===== src/rtl/fft_delay_buf_01_if.sv =====
// Purpose: bundles the stage-01 delay buffer's block input, delayed block output and status.
// Latency: none (wiring only).
// Backpressure: none; din_valid is an accept strobe, the buffer never stalls its producer.
// Ports: din_valid/din_R_01/din_Q_01 (16-lane block in), dout_valid/dout_R_dly/dout_Q_dly
//        (delayed block out), mux_sel (add/sub select back to stage 00), full (buffer primed).
interface fft_delay_buf_01_if #(
  parameter int DATA_WIDTH = 10
);
  logic                         din_valid;
  logic signed [DATA_WIDTH-1:0] din_R_01   [0:15];
  logic signed [DATA_WIDTH-1:0] din_Q_01   [0:15];
  logic                         mux_sel;
  logic                         dout_valid;
  logic signed [DATA_WIDTH-1:0] dout_R_dly [0:15];
  logic signed [DATA_WIDTH-1:0] dout_Q_dly [0:15];
  logic                         full;

  // Producer / consumer side (stage-00 select mux and downstream butterfly).
  modport master (
    output din_valid, din_R_01, din_Q_01,
    input  mux_sel, dout_valid, dout_R_dly, dout_Q_dly, full
  );

  // Delay buffer side.
  modport slave (
    input  din_valid, din_R_01, din_Q_01,
    output mux_sel, dout_valid, dout_R_dly, dout_Q_dly, full
  );
endinterface


===== src/rtl/fft_delay_buf_01.sv =====
// Purpose: DEPTH-block shift-register delay line for 16-lane complex FFT blocks, plus add/sub select.
// Latency: a block leaves 1 clk after the accept that evicts it, i.e. DEPTH accepts after entry.
// Backpressure: none; every din_valid cycle is accepted unless rst or clear is high.
// Ports: clk, rst (sync, active-high), clear (sync flush of counters/valid, below rst),
//        bus (slave modport of fft_delay_buf_01_if).
module fft_delay_buf_01 #(
  parameter int DATA_WIDTH = 10,
  parameter int DEPTH      = 4
) (
  input  logic               clk,
  input  logic               rst,
  input  logic               clear,
  fft_delay_buf_01_if.slave  bus
);
  localparam int LANES = 16;
  localparam int FW    = $clog2(DEPTH + 1);
  localparam int BW    = $clog2(2 * DEPTH);
  localparam logic [FW-1:0] FILL_MAX = FW'(DEPTH);
  localparam logic [BW-1:0] BLK_HALF = BW'(DEPTH);
  localparam logic [BW-1:0] BLK_LAST = BW'(2 * DEPTH - 1);

  typedef logic signed [DATA_WIDTH-1:0] lane_t;
  typedef enum logic {FILL, RUN} state_t;

  state_t        state_q, state_d;
  logic [FW-1:0] fill_cnt_q, fill_cnt_d;
  logic [BW-1:0] blk_cnt_q, blk_cnt_d;
  logic          mux_sel_q, mux_sel_d;
  logic          dout_valid_q, dout_valid_d;
  lane_t         mem_r_q [DEPTH][LANES];
  lane_t         mem_r_d [DEPTH][LANES];
  lane_t         mem_q_q [DEPTH][LANES];
  lane_t         mem_q_d [DEPTH][LANES];
  lane_t         dout_r_q [LANES];
  lane_t         dout_r_d [LANES];
  lane_t         dout_q_q [LANES];
  lane_t         dout_q_d [LANES];

  always_comb begin
    state_d      = state_q;
    fill_cnt_d   = fill_cnt_q;
    blk_cnt_d    = blk_cnt_q;
    mux_sel_d    = mux_sel_q;
    dout_valid_d = 1'b0;
    mem_r_d      = mem_r_q;
    mem_q_d      = mem_q_q;
    dout_r_d     = dout_r_q;
    dout_q_d     = dout_q_q;

    if (clear) begin
      // Flush bookkeeping only; the data arrays keep their contents and the
      // same-cycle input block is dropped.
      state_d    = FILL;
      fill_cnt_d = '0;
      blk_cnt_d  = '0;
      mux_sel_d  = 1'b0;
    end else if (bus.din_valid) begin
      mem_r_d[0] = bus.din_R_01;
      mem_q_d[0] = bus.din_Q_01;
      for (int k = 1; k < DEPTH; k++) begin
        mem_r_d[k] = mem_r_q[k-1];
        mem_q_d[k] = mem_q_q[k-1];
      end

      // Output data only moves when it is flagged valid, so the bus stays
      // frozen while the line is still filling.
      if (state_q == RUN) begin
        dout_r_d     = mem_r_q[DEPTH-1];
        dout_q_d     = mem_q_q[DEPTH-1];
        dout_valid_d = 1'b1;
      end

      if (fill_cnt_q != FILL_MAX) begin
        fill_cnt_d = fill_cnt_q + FW'(1);
      end
      state_d = (fill_cnt_d == FILL_MAX) ? RUN : FILL;

      blk_cnt_d = (blk_cnt_q == BLK_LAST) ? '0 : blk_cnt_q + BW'(1);
      mux_sel_d = (blk_cnt_d >= BLK_HALF);
    end
  end

  always_ff @(posedge clk) begin
    if (rst) begin
      state_q      <= FILL;
      fill_cnt_q   <= '0;
      blk_cnt_q    <= '0;
      mux_sel_q    <= 1'b0;
      dout_valid_q <= 1'b0;
      for (int i = 0; i < LANES; i++) begin
        dout_r_q[i] <= '0;
        dout_q_q[i] <= '0;
        for (int k = 0; k < DEPTH; k++) begin
          mem_r_q[k][i] <= '0;
          mem_q_q[k][i] <= '0;
        end
      end
    end else begin
      state_q      <= state_d;
      fill_cnt_q   <= fill_cnt_d;
      blk_cnt_q    <= blk_cnt_d;
      mux_sel_q    <= mux_sel_d;
      dout_valid_q <= dout_valid_d;
      mem_r_q      <= mem_r_d;
      mem_q_q      <= mem_q_d;
      dout_r_q     <= dout_r_d;
      dout_q_q     <= dout_q_d;
    end
  end

  assign bus.full       = (state_q == RUN);
  assign bus.mux_sel    = mux_sel_q;
  assign bus.dout_valid = dout_valid_q;
  assign bus.dout_R_dly = dout_r_q;
  assign bus.dout_Q_dly = dout_q_q;
endmodule


===== src/flat_wrapper.sv =====
// flat-port wrapper written by rule: the top's interface ports become plain ports
module fft_delay_buf_01_flat 
#(
  parameter int DATA_WIDTH = 10,
  parameter int DEPTH      = 4
)
  (clk, rst, clear, bus_din_valid, bus_din_R_01, bus_din_Q_01, bus_mux_sel, bus_dout_valid, bus_dout_R_dly, bus_dout_Q_dly, bus_full);
  fft_delay_buf_01_if #(.DATA_WIDTH(DATA_WIDTH)) bus_i ();
  input  logic clk;
  input  logic rst;
  input  logic clear;
  input wire logic [$bits(bus_i.din_valid)-1:0] bus_din_valid;
  input wire logic [$bits(bus_i.din_R_01)-1:0] bus_din_R_01;
  input wire logic [$bits(bus_i.din_Q_01)-1:0] bus_din_Q_01;
  output wire logic [$bits(bus_i.mux_sel)-1:0] bus_mux_sel;
  output wire logic [$bits(bus_i.dout_valid)-1:0] bus_dout_valid;
  output wire logic [$bits(bus_i.dout_R_dly)-1:0] bus_dout_R_dly;
  output wire logic [$bits(bus_i.dout_Q_dly)-1:0] bus_dout_Q_dly;
  output wire logic [$bits(bus_i.full)-1:0] bus_full;
  assign bus_i.din_valid = bus_din_valid;
  assign bus_i.din_R_01 = {>>{bus_din_R_01}};
  assign bus_i.din_Q_01 = {>>{bus_din_Q_01}};
  assign bus_mux_sel = bus_i.mux_sel;
  assign bus_dout_valid = bus_i.dout_valid;
  assign bus_dout_R_dly = {>>{bus_i.dout_R_dly}};
  assign bus_dout_Q_dly = {>>{bus_i.dout_Q_dly}};
  assign bus_full = bus_i.full;
  fft_delay_buf_01 #(.DATA_WIDTH(DATA_WIDTH), .DEPTH(DEPTH)) u_core (.clk(clk), .rst(rst), .clear(clear), .bus(bus_i));
endmodule

===== config.mk =====
export PLATFORM = sky130hd
export DESIGN_NAME = fft_delay_buf_01_flat
export DESIGN_NICKNAME = d
export VERILOG_FILES = /design/src/rtl/fft_delay_buf_01_if.sv /design/src/rtl/fft_delay_buf_01.sv /design/src/flat_wrapper.sv
export SDC_FILE = /design/constraint.sdc
export NUM_CORES = 2
export LEC_CHECK = 0
export CORE_ASPECT_RATIO = 2
export CORE_MARGIN = 5
export CORE_UTILIZATION = 50
export DETAILED_ROUTE_END_ITERATION = 16
export PLACE_DENSITY = 0.75
export SLEW_MARGIN = 20
export SYNTH_ARGS = -nofsm -noshare
export SYNTH_HDL_FRONTEND = slang
export SYNTH_SLANG_ARGS = --single-unit

===== constraint.sdc =====
create_clock -name clk -period 1.46 [get_ports clk]
set_clock_uncertainty 0.15 [all_clocks]
set_input_delay 0.438 -clock clk [delete_from_list [all_inputs] [get_ports clk]]
set_output_delay 0.438 -clock clk [all_outputs]
set_load 0.01 [all_outputs]

# Word level (Yosys, flattened, before mapping)
# Index checks and enable logic that the tools add are counted.
dict set report op_classes {
  addsub 2
  n_lt_le_gt_ge 1
  eq_ne 3
  muxes 6
  bitwise 2
  n_reduce_logical 4
}
# op n
set ops {}
lappend ops {{two-way mux 3 bit} 4}
lappend ops {{adder 3 x 1 -> 3 bit (second input constant)} 2}
lappend ops {{== test 3 bit (second input constant)} 2}
lappend ops {{greater-or-equal comparator 3 bit (second input constant)} 1}
lappend ops {{!= test 3 bit (second input constant)} 1}
lappend ops {{AND reduction 3 bit} 1}
lappend ops {{OR reduction 3 bit} 1}
lappend ops {{two-way mux 1 bit} 2}
lappend ops {{NOT 1 bit} 2}
lappend ops {{AND reduction 2 bit} 1}
lappend ops {{OR reduction 2 bit} 1}
dict set report totals {
  ff_bits 1609
  input_bits 324
  out_inout_bits 323
  elab_cells 183
}

# Depth between registers and ports, before layout
dict set report depth {
  depth_word 6
  mapped_depth 7
  depth_no_buf 5
}

# Worst setup path before layout
# OpenSTA, ideal clock, no wires.
dict set report synth_timing {
  path_kind {input port to flip-flop}
  start {in rst}
  end {reg u_core.mem_q_q[120] (netlist bit)}
  setup_ps 132
  t_arrival_ps 1329
  required_time_ps 1178
  slack_ps -151
  path_stages 5
  n_path_buf 4
  cell_sequence {buf_2 > buf_2 > clkbuf_1 > clkbuf_1 > a21oi_1}
}
# item line
set synth_rtl {}
lappend synth_rtl {{from (decl)} flat_wrapper.sv:10} ;# input logic rst;
lappend synth_rtl {{to (signal assigned)} fft_delay_buf_01.sv:105} ;# mem_q_q <= mem_q_d;
lappend synth_rtl {{to (decl)} fft_delay_buf_01.sv:32} ;# lane_t mem_q_q [DEPTH][LANES];
# No word-level cell between the ends.

# Worst setup path in the final report
dict set report layout_timing {
  start {reg u_core.state_q, in the netlist u_core.bus.full}
  end {reg u_core.dout_q_q (netlist bit u_core.bus.dout_Q_dly[87])}
}
dict set report layout_via {
  elab_chain_cells 1
}
# item line
set layout_rtl {}
lappend layout_rtl {{from (decl)} fft_delay_buf_01.sv:25} ;# state_t state_q, state_d;
lappend layout_rtl {{from (signal assigned)} fft_delay_buf_01.sv:99} ;# state_q <= state_d;
lappend layout_rtl {{AND reduction 3 bit (no line)} -}
lappend layout_rtl {{to (signal assigned)} fft_delay_buf_01.sv:107} ;# dout_q_q <= dout_q_d;
lappend layout_rtl {{to (decl)} fft_delay_buf_01.sv:36} ;# lane_t dout_q_q [LANES];
# Every way passes these cells.
# A chain may end at the register's enable or synchronous reset.

==> tab_implementation.tex <==
\begin{tabular}{lr}
\hline
Metric & Value \\
\hline
\multicolumn{2}{l}{\textbf{Run status}} \\
Status & finished with violations \\
Failing checks & negative setup slack \\
\multicolumn{2}{l}{\textbf{Yosys}} \\
Mean area per synthesized cell & 7.96 um\^{}2 \\
Combined area of all synthesized cells & 55,500 um\^{}2 \\
Synthesized net count & 7,305 \\
Synth cell types & 25 \\
Yosys Warn Count & 0 \\
Instance count of the mapped netlist & 6,977 \\
Post-synthesis sequential area ratio & 58.0\% \\
Synthesis-stage register bit count & 1,608 \\
\multicolumn{2}{l}{\textbf{Timing}} \\
Post-layout worst setup margin & -0.450 ns \\
Least-Margin Pin Slew & 0.329 ns \\
Final sum of negative setup slack & -309.33 ns \\
Final setup fails & 1,858 \\
Worst-case headroom to the max-slew limit & 78.1\% \\
Period utilisation layout & 131\% \\
Fin Hold WS & 0.0736 ns \\
Achievable Freq & 524 MHz \\
Final critical path time including I/O delays and setup & 1.91 ns \\
Hold Vio Cnt, Final & 0 \\
Final Max Tran Viols & 0 \\
Unrepaired setup endpoints after global routing & yes \\
\multicolumn{2}{l}{\textbf{Placed design}} \\
Dpl ws & -0.890 ns \\
Placed standard-cell area & 64,200 um\^{}2 \\
Buffers on Ports & 646 \\
Final GP Congestion & 0.820 \\
Cell count after placement & 8,858 \\
Placed wire-length estimate after detailed placement & 93,900 um \\
\multicolumn{2}{l}{\textbf{CTS}} \\
Hold buffers post-CTS & 0 \\
TritonCTS clock tree & done \\
Total clock buffers created by CTS & 135 \\
Clock transition at the registers of the reported paths & 0.07 ns \\
Buffer levels on the longest clock path & 3 \\
Level count of the clock H-tree & 4 \\
Clock insertion delay at the later pin of the skew report & 0.75 ns \\
Clock Tree Root & clkbuf\_16 \\
Total number of clock tree sinks & 1,608 \\
\multicolumn{2}{l}{\textbf{Floorplanning}} \\
\# IOs & 647 \\
Die area & 118,000 um\^{}2 \\
Height of the die & 481 um \\
Width of the chip & 246 um \\
Effective utilization at floorplan & 50.1\% \\
Core area & 111,000 um\^{}2 \\
Placement row count & 173 \\
\multicolumn{2}{l}{\textbf{Run}} \\
Max-capacitance violation count & 0 \\
\multicolumn{2}{l}{\textbf{Routing}} \\
Final routed wire length divided by cell count & 16.6 um \\
Routed via count & 48,100 \\
Post-detailed-routing wire length & 154,000 um \\
Avg Vias per Cell & 5.20 \\
DRC violations left & 0 \\
Detailed Route Iter0 Violations & 3,340 \\
DRT Pass-1 Iters & 6 \\
Count of nets left with antenna violations after detail routing & 0 \\
\multicolumn{2}{l}{\textbf{Layout}} \\
Net count reported at finish & 7,966 \\
Final instance count without filler cells & 9,244 \\
Fraction of layout cells with a size suffix above 1 & 18.5\% \\
P\&R area growth vs syn & 30.9\% \\
Post-layout instance area & 72,700 um\^{}2 \\
Count of fill cells added during filler insertion & 8,706 \\
Util after Layout & 65.6\% \\
\multicolumn{2}{l}{\textbf{Critical path}} \\
Arr. time, crit path & 2.43 ns \\
Endpoint type of the worst setup path & flop \\
Number of cells traversed by the worst register-to-register path & 9 \\
Setup slack of the most critical reg-to-reg path & -0.45 ns \\
Worst Path Required & 1.98 ns \\
Setup crit start kind & flop \\
Worst Path Class, Setup & reg2reg \\
Critical Path Fanout Max & 7 \\
\multicolumn{2}{l}{\textbf{Power and ir drop}} \\
Total power of the final layout & 86.5 mW \\
Power per cell area & 1190 nW/um\^{}2 \\
Proportion of power drawn by the clock network & 43.2\% \\
Proportion of power drawn by combinational gates & 5.2\% \\
Static power due to leakage & 25.5 nW \\
Maximum vdd ir drop & 1.24 mV \\
Switching power as a share of total power & 22.2\% \\
Switching power total & 19.2 mW \\
Int Pwr & 67.4 mW \\
Power share of the sequential group & 51.6\% \\
\multicolumn{2}{l}{\textbf{GRT}} \\
Largest net degree at the start of global routing & 80 \\
Wire length of the first global-routing pass & 229,000 um \\
Total routing usage reported by global routing & 23.6\% \\
Leftover overflow at the end of global routing & 0 \\
Vias in the first global route & 44,300 \\
Antenna violations before repair & 34 \\
\multicolumn{2}{l}{\textbf{Worst hold path}} \\
Worst hold path type & in2reg \\
Cell depth of the worst min-delay path & 3 \\
\hline
\end{tabular}
flip-flops by register name, summed over array words and instances, names as in the netlist:
signal,cells
u_core.mem_r_q,640
u_core.bus.full,1
u_core.bus.dout_valid,1
u_core.blk_cnt_q,2
u_core.bus.dout_R_dly,160
u_core.mem_q_q,640
u_core.bus.dout_Q_dly,160
u_core.fill_cnt_q,3
u_core.bus.mux_sel,1
final cells by class:
cell class,count,area [um^2],area share [%]
clock buffers,195,4000,5.50
inverters,2,7.51,0.0103
flip-flops and latches,1608,32700,45.0
diodes,17,42.5,0.0585
multi-input cells,4832,21000,28.9
repair buffers,1059,12400,17.1
clock inverters,44,591,0.813
well taps,1487,1860,2.56
synth_stat cells (all sizes together):
cell    number  area share, %
mux2i        4          0.072
nor4b        1          0.016
inv          2          0.014
nor3b        1          0.014
or2          1          0.011
clkbuf     133           0.90
buf        402            4.6
nand3b       1          0.014
a21oi     1601             14
a211oi       1          0.014
and3b        1          0.016
nor2b        1          0.011
a21boi       1          0.014
o211ai       1          0.014
xnor2        1          0.016
ha           4          0.090
or4          1          0.014
nor2         8          0.054
nand2b       2          0.023
a31oi        1          0.011
dfxtp     1608             58
nand2     3201             22
critical path, stage by stage (launching register included):
cell and delay [ns]:
dfxtp_2 0.34, buf_6 0.12, buf_6 0.11, nand3b_1 0.18
buf_12 0.21, buf_16 0.19, buf_12 0.14, clkbuf_16 0.15
nand2_1 0.07, a21oi_1 0.16
per-layer routing:
metal  part of all wire (%)  track usage (%)  routed length (um)
met1                     40             29.4               62000
met4                    3.0             7.24                4640
met5                   0.12                0                 190
met3                    8.1             7.10               12500
met2                     48             39.5               74400
repair_timing:
action	in CTS	in global routing
setup endpoints to repair	1234	1819
resized for setup	2105	233
cloned	26	21
endpoints found under the hold margin	0	0
pin swaps	31	107
setup buffers	45	44
logic make-up (layout without fill, tap and decap cells):
logic type      Yosys count  after routing  share of synthesized area, %
fa+ha+maj                 4              4                        0.0901
flops                  1608           1608                          58.0
simple gates           3218           3218                          21.8
mux                       4              4                        0.0721
xor+xnor                  1              1                        0.0158
buf+inv                 537           1300                          5.55
compound gates         1605           1605                          14.5
other cells               0             17                             0
cells in the final DEF, fill, tap and decap left out, drive strengths merged, types with 2 or more instances in the layout:
cell / Yosys / final
nand2: 3201 / 3201
dfxtp: 1608 / 1608
a21oi: 1601 / 1601
buf: 402 / 713
clkdlybuf4s50: 0 / 322
clkbuf: 133 / 215
clkinv: 0 / 25
diode: 0 / 17
bufinv: 0 / 11
nor2: 8 / 8
inv: 2 / 7
mux2i: 4 / 4
bufbuf: 0 / 4
ha: 4 / 4
clkinvlp: 0 / 3
nand2b: 2 / 2
worst paths after layout:
path,from,end
worst max-delay path,u_core.bus.full,u_core.bus.dout_Q_dly[87]
worst min-delay path,bus_din_R_01[144],u_core.mem_r_q[624]
worst max register to register,u_core.bus.full,u_core.bus.dout_Q_dly[87]
worst min register to register,u_core.mem_q_q[143],u_core.bus.dout_Q_dly[143]
power by group through the flow:
stage | clock network (mW) | logic (mW) | registers [mW]
2_1_floorplan | 0 | 2.54 | 45.7
3_3_place_gp | 0 | 4.35 | 45.7
3_5_place_dp | 0 | 4.40 | 45.7
4_1_cts | 38.1 | 4.43 | 44.7
5_1_grt | 39.9 | 4.86 | 44.7
6_report | 37.4 | 4.47 | 44.7
Power figures use the tool's default switching activity.
